### src/rtl/gs_mixer_mac_pkg.sv
// Shared types and width helpers for the General Sound output mixer.
// Widths are derived from the mixer parameters so every file agrees on them.
package gs_mixer_mac_pkg;

    typedef enum logic [1:0] {
        ST_IDLE = 2'd0,
        ST_MAC  = 2'd1,
        ST_DONE = 2'd2
    } state_t;

    // Signed sample times zero-extended volume.
    function automatic int prod_width(input int in_w, input int vol_w);
        return in_w + vol_w + 1;
    endfunction

    // Product width plus growth for summing every channel, plus one guard bit.
    function automatic int acc_width(input int in_w, input int vol_w, input int channels);
        return in_w + vol_w + 1 + $clog2(channels) + 1;
    endfunction

    function automatic int idx_width(input int channels);
        return (channels > 1) ? $clog2(channels) : 1;
    endfunction

endpackage

### src/rtl/gs_mixer_mac_sat_shift.sv
// Combinational scale-and-saturate stage: applies the output gain shift to one
// accumulator and clamps it to the signed OUT_W range.
module gs_sat_shift #(
    parameter int ACC_W = 18,
    parameter int OUT_W = 16,
    parameter int SHIFT = 1
) (
    input  logic signed [ACC_W-1:0] acc,
    output logic signed [OUT_W-1:0] res,
    output logic                    clip
);

    // The shifted value must be at least OUT_W bits wide for the range limits below.
    localparam int SH_W = ACC_W + SHIFT;

    localparam logic signed [SH_W-1:0] MAX_V = {{(SH_W-OUT_W+1){1'b0}}, {(OUT_W-1){1'b1}}};
    localparam logic signed [SH_W-1:0] MIN_V = {{(SH_W-OUT_W+1){1'b1}}, {(OUT_W-1){1'b0}}};

    logic signed [SH_W-1:0] sh_s;

    // Shift, then clamp to the signed output range.
    always_comb begin
        sh_s = SH_W'(acc) <<< SHIFT;
        res  = sh_s[OUT_W-1:0];
        clip = 1'b0;
        if (sh_s > MAX_V) begin
            res  = {1'b0, {(OUT_W-1){1'b1}}};
            clip = 1'b1;
        end else if (sh_s < MIN_V) begin
            res  = {1'b1, {(OUT_W-1){1'b0}}};
            clip = 1'b1;
        end else begin
            res  = sh_s[OUT_W-1:0];
            clip = 1'b0;
        end
    end

endmodule

### src/rtl/gs_mixer_mac.sv
// General Sound output mixer: per-channel volume and L/R routing through one
// time-multiplexed multiplier, followed by shift/saturation of each side.
module gs_mixer_mac
    import gs_mixer_mac_pkg::*;
#(
    parameter int CHANNELS = 4,
    parameter int IN_W     = 8,
    parameter int VOL_W    = 6,
    parameter int OUT_W    = 16,
    parameter int SHIFT    = 1
) (
    input  logic                      clk_sys,
    input  logic                      areset_n,
    input  logic                      ce,
    input  logic                      smp_stb,
    input  logic [CHANNELS*IN_W-1:0]  ch_data,
    input  logic [CHANNELS*VOL_W-1:0] ch_vol,
    input  logic [CHANNELS*2-1:0]     ch_route,
    input  logic                      clr_flags,
    output logic [OUT_W-1:0]          out_l,
    output logic [OUT_W-1:0]          out_r,
    output logic                      out_stb,
    output logic                      busy,
    output logic                      clip_l,
    output logic                      clip_r,
    output logic                      drop
);

    localparam int PROD_W = prod_width(IN_W, VOL_W);
    localparam int ACC_W  = acc_width(IN_W, VOL_W, CHANNELS);
    localparam int IDX_W  = idx_width(CHANNELS);

    state_t state_r, state_nxt;

    logic [IN_W-1:0]  data_r  [CHANNELS];
    logic [VOL_W-1:0] vol_r   [CHANNELS];
    logic [1:0]       route_r [CHANNELS];
    logic [IDX_W-1:0] idx_r;

    logic signed [ACC_W-1:0] acc_l_r, acc_r_r;
    logic signed [OUT_W-1:0] sat_l_s, sat_r_s;
    logic                    clip_l_s, clip_r_s;

    logic accept_s, mac_s, done_s, drop_set_s;

    logic signed [IN_W-1:0]   smp_s;
    logic signed [VOL_W:0]    vol_s;
    logic signed [PROD_W-1:0] prod_s;
    logic [1:0]               route_s;

    // State register.
    always_ff @(posedge clk_sys or negedge areset_n) begin
        if (!areset_n) begin
            state_r <= ST_IDLE;
        end else begin
            state_r <= state_nxt;
        end
    end

    // Next state and per-cycle strobes; DONE never accepts a new sample set.
    always_comb begin
        state_nxt  = state_r;
        accept_s   = 1'b0;
        mac_s      = 1'b0;
        done_s     = 1'b0;
        drop_set_s = ce & smp_stb & busy;
        case (state_r)
            ST_IDLE: begin
                if (ce && smp_stb) begin
                    accept_s  = 1'b1;
                    state_nxt = ST_MAC;
                end else begin
                    state_nxt = ST_IDLE;
                end
            end
            ST_MAC: begin
                if (ce) begin
                    mac_s = 1'b1;
                    if (idx_r == IDX_W'(CHANNELS-1)) begin
                        state_nxt = ST_DONE;
                    end else begin
                        state_nxt = ST_MAC;
                    end
                end else begin
                    state_nxt = ST_MAC;
                end
            end
            ST_DONE: begin
                if (ce) begin
                    done_s    = 1'b1;
                    state_nxt = ST_IDLE;
                end else begin
                    state_nxt = ST_DONE;
                end
            end
            default: begin
                state_nxt = ST_IDLE;
            end
        endcase
    end

    // Offset-binary sample to signed, times unsigned volume.
    always_comb begin
        smp_s   = $signed({~data_r[idx_r][IN_W-1], data_r[idx_r][IN_W-2:0]});
        vol_s   = $signed({1'b0, vol_r[idx_r]});
        prod_s  = PROD_W'(smp_s) * PROD_W'(vol_s);
        route_s = route_r[idx_r];
    end

    gs_sat_shift #(.ACC_W(ACC_W), .OUT_W(OUT_W), .SHIFT(SHIFT)) u_sat_l (
        .acc  (acc_l_r),
        .res  (sat_l_s),
        .clip (clip_l_s)
    );

    gs_sat_shift #(.ACC_W(ACC_W), .OUT_W(OUT_W), .SHIFT(SHIFT)) u_sat_r (
        .acc  (acc_r_r),
        .res  (sat_r_s),
        .clip (clip_r_s)
    );

    // Snapshot, channel index, accumulators and result registers.
    always_ff @(posedge clk_sys or negedge areset_n) begin
        if (!areset_n) begin
            for (int n = 0; n < CHANNELS; n++) begin
                data_r[n]  <= '0;
                vol_r[n]   <= '0;
                route_r[n] <= 2'b00;
            end
            idx_r   <= '0;
            acc_l_r <= '0;
            acc_r_r <= '0;
            out_l   <= '0;
            out_r   <= '0;
            out_stb <= 1'b0;
            busy    <= 1'b0;
        end else begin
            out_stb <= 1'b0;
            if (accept_s) begin
                for (int n = 0; n < CHANNELS; n++) begin
                    data_r[n]  <= ch_data[n*IN_W +: IN_W];
                    vol_r[n]   <= ch_vol[n*VOL_W +: VOL_W];
                    route_r[n] <= ch_route[n*2 +: 2];
                end
                idx_r   <= '0;
                acc_l_r <= '0;
                acc_r_r <= '0;
                busy    <= 1'b1;
            end
            if (mac_s) begin
                if (route_s[0]) acc_l_r <= acc_l_r + ACC_W'(prod_s);
                if (route_s[1]) acc_r_r <= acc_r_r + ACC_W'(prod_s);
                idx_r <= idx_r + IDX_W'(1);
            end
            if (done_s) begin
                out_l   <= sat_l_s;
                out_r   <= sat_r_s;
                out_stb <= 1'b1;
                busy    <= 1'b0;
                idx_r   <= '0;
                acc_l_r <= '0;
                acc_r_r <= '0;
            end
        end
    end

    // Sticky flags; a set in the same cycle as a clear takes priority.
    always_ff @(posedge clk_sys or negedge areset_n) begin
        if (!areset_n) begin
            clip_l <= 1'b0;
            clip_r <= 1'b0;
            drop   <= 1'b0;
        end else begin
            if (done_s && clip_l_s) clip_l <= 1'b1;
            else if (clr_flags)     clip_l <= 1'b0;
            else                    clip_l <= clip_l;
            if (done_s && clip_r_s) clip_r <= 1'b1;
            else if (clr_flags)     clip_r <= 1'b0;
            else                    clip_r <= clip_r;
            if (drop_set_s)         drop   <= 1'b1;
            else if (clr_flags)     drop   <= 1'b0;
            else                    drop   <= drop;
        end
    end

endmodule
### config.mk
export PLATFORM = sky130hd
export DESIGN_NAME = gs_mixer_mac
export DESIGN_NICKNAME = d
export VERILOG_FILES = /design/src/rtl/gs_mixer_mac_pkg.sv /design/src/rtl/gs_mixer_mac_sat_shift.sv /design/src/rtl/gs_mixer_mac.sv
export SDC_FILE = /design/constraint.sdc
export NUM_CORES = 1
export LEC_CHECK = 0
export CORE_AREA = 5 5 117 147
export CTS_CLUSTER_DIAMETER = 60
export CTS_CLUSTER_SIZE = 28
export DETAILED_ROUTE_END_ITERATION = 8
export DIE_AREA = 0 0 122 152
export GPL_ROUTABILITY_DRIVEN = 0
export PLACE_DENSITY = 0.87
export SYNTH_ARGS = -nofsm -noshare
export SYNTH_HDL_FRONTEND = slang
export SYNTH_SLANG_ARGS = --single-unit
### constraint.sdc
create_clock -name clk_sys -period 11.6 [get_ports clk_sys]
set_clock_uncertainty 0.15 [all_clocks]
set_input_delay 2.32 -clock clk_sys [delete_from_list [all_inputs] [get_ports clk_sys]]
set_output_delay 2.32 -clock clk_sys [all_outputs]
set_load 0.05 [all_outputs]
==> flow_metrics.tcl <==
set metrics [dict create \
    grt_start_max_net_pins 80 \
    syn_nets 1238 \
    crit_start "idx_r[0]" \
    clk_path_buf_depth 2 \
    final_cell_mix "nand2_1 (264), dfrtp_1 (141), clkdlybuf4s50_1 (104)" \
    cts_inserted_buffers 17 \
    track_usage 0.2493 \
    setup.worst_path.start_class "flip-flop" \
    cts_setup_buffers 0 \
    dr.pass1.iters 5 \
    maxSlewViolCount 0 \
    async_reset_ff_frac 1.000 \
    final_core_util 0.7115 \
    ys_ff_latch 141 \
    drive_above_1_share 0.05241 \
    yosys_warnings 0 \
    worst_setup_path_end_kind "flip-flop" \
    ys_types 68 \
    cts_tree "yes" \
    min_period_over_period 0.6657 \
    rsz0062_at_grt "false" \
    synth_area_um2 9479 \
    drc 0 \
    die_w_um 122 \
    die_h_um 152 \
    critical_path_class "flip-flop to flip-flop" \
    drv_cap 0 \
    fin_tns_setup_ps 0 \
    ant_nets 0 \
    htreeDepth 4 \
    cp.required_ps 11790 \
    core_area_um2 15810 \
    cts_hold_buf 0 \
    hp-class "flip-flop to flip-flop" \
    crit_fanout 11 \
    post_cts_resized 0 \
    root_buffer "clkbuf_16" \
    antenna_cells 0 \
    min_period_ps 7722 \
    routed_wl_um 22030 \
    crit_slowest_cell "mux4_1" \
    fp.dieArea_um2 18540 \
    tightest_slew_ps 1155 \
    antenna_found_initial 0 \
    grt_pass1_wl_um 37200 \
    io_buffers 105 \
    synth_edf_count 0 \
    drt_iter0_drc 482 \
    relSlewSlack 0.2281 \
    grt_pass1_vias 7948 \
    clk_pin_slew_worst_paths_ps 60 \
    fmax_mhz 129.5 \
    nNetsFinal 1325 \
    clock_sinks 141 \
    finalHoldViolations 0 \
    dp_hpwl_um 16020 \
    netlist_instances 1065 \
    finalSetupViolCount 0 \
    viasPerCell 5.622 \
    vias 7759 \
    grt_remaining_overflow 0 \
    rows 52 \
    ios 106 \
    synthFlopType "dfrtp_1" \
    routedWlPerCell_um 15.96 \
    initial_core_util 0.5996 \
    reg2reg_from "idx_r[0]" \
    final_common_cell "nand2_1" \
    worstHoldStart "vol_r[21]" \
    worstPathArrival_ps 7910 \
    avgSynthCellArea_um2 8.901 \
    slowest_delay_ps 690 \
    syn2layout_area_growth_pct 18.68 \
    synth_seq_area_share 0.3722 \
    clk-insertion-delay-late_ps 440 \
    status "finished, final reports clean" \
]
metal layers:
layer | vias up | track usage | routed length, µm | part of all wire
met5 | - | 0 | 0 | 0
met4 | 0 | 0.1191 | 811 | 0.037
met3 | 69 | 0.03644 | 1124 | 0.051
met2 | 261 | 0.4431 | 11730 | 0.53
met1 | 3672 | 0.2921 | 8364 | 0.38
li1 | 3757 | - | - | -
path summary, 6_finish.rpt:
| path | endpoint | slack [ps] | cells after the start |
|---|---|---|---|
| min reg2reg | vol_r[21] | 320 | 2 |
| max | acc_l_r[15] | 3880 | 26 |
| min | vol_r[21] | 320 | 2 |
| max in group asynchronous | acc_l_r[12] | 8190 | 2 |
| max reg2reg | acc_l_r[15] | 3880 | 26 |
| min in group asynchronous | vol_r[6] | 1700 | 1 |
metrics by stage:
stage / instances / hold WS (ps) / instance area (µm²) / setup slack (ps)
floorplan: 1065 / 287.3 / 9479 / 4373
global placement: 1349 / 304.0 / 10680 / 4091
detailed placement: 1349 / 310.5 / 10680 / 3909
CTS: 1380 / 327.8 / 11250 / 3853
global route: 1380 / 353.1 / 11250 / 3289
finish: 1380 / 323.2 / 11250 / 3878
Yosys cell counts, drive strengths merged (15+ instances only):
cell type  number  share of area
dfrtp         141           0.37
fa             37          0.078
clkbuf         33          0.013
ha             67          0.088
nand2         265           0.11
a31oi          17          0.011
a21oi          33          0.017
nand3          21          0.011
nor2           62          0.025
inv            79          0.031
xnor2          27          0.027
and2           39          0.026
o21ai          85          0.045
mux4           15          0.037
kinds of logic (layout without fill, tap and decap cells):
group	count (synthesis)	count (layout)	synth area share
buffers and inverters	122	221	0.04950
AOI/OAI and AO/OA	201	201	0.1295
xor gates and xnor gates	35	35	0.03392
muxes	22	22	0.04488
and+or+nand+nor	440	440	0.2034
DFF	141	141	0.3722
adders and majority gates	104	104	0.1666
final cells by class:
class                      count  area [µm²]
multi-input combinational    802        5488
fill                        1151        4561
sequential                   141        3528
timing repair buffer         111        1097
clock buffer                  18       439.2
inverter                      79       296.5
tap                          216       270.3
clock inverter                13       130.1
worst max-delay path, delay by kind of cell (launching register included):
family / cells / cell delay [ps]
adders and majority gates: 6 / 2720
AOI/OAI and AO/OA: 9 / 1930
muxes: 2 / 1020
DFF: 1 / 620
buffers and inverters: 5 / 510
and+or+nand+nor: 3 / 470
xor gates and xnor gates: 1 / 210
sequential cells by signal, summed over array words and instances, names as in the netlist:
name / flops
out_stb: 1
vol_r: 24
busy: 1
route_r: 8
state_r: 2
idx_r: 2
drop: 1
out_r: 16
acc_l_r: 18
acc_r_r: 18
clip_l: 1
data_r: 32
clip_r: 1
out_l: 16
Power is left out: the tool's default activity adds up to more than one toggle a clock period on the data nets, which glitch-free logic cannot reach.
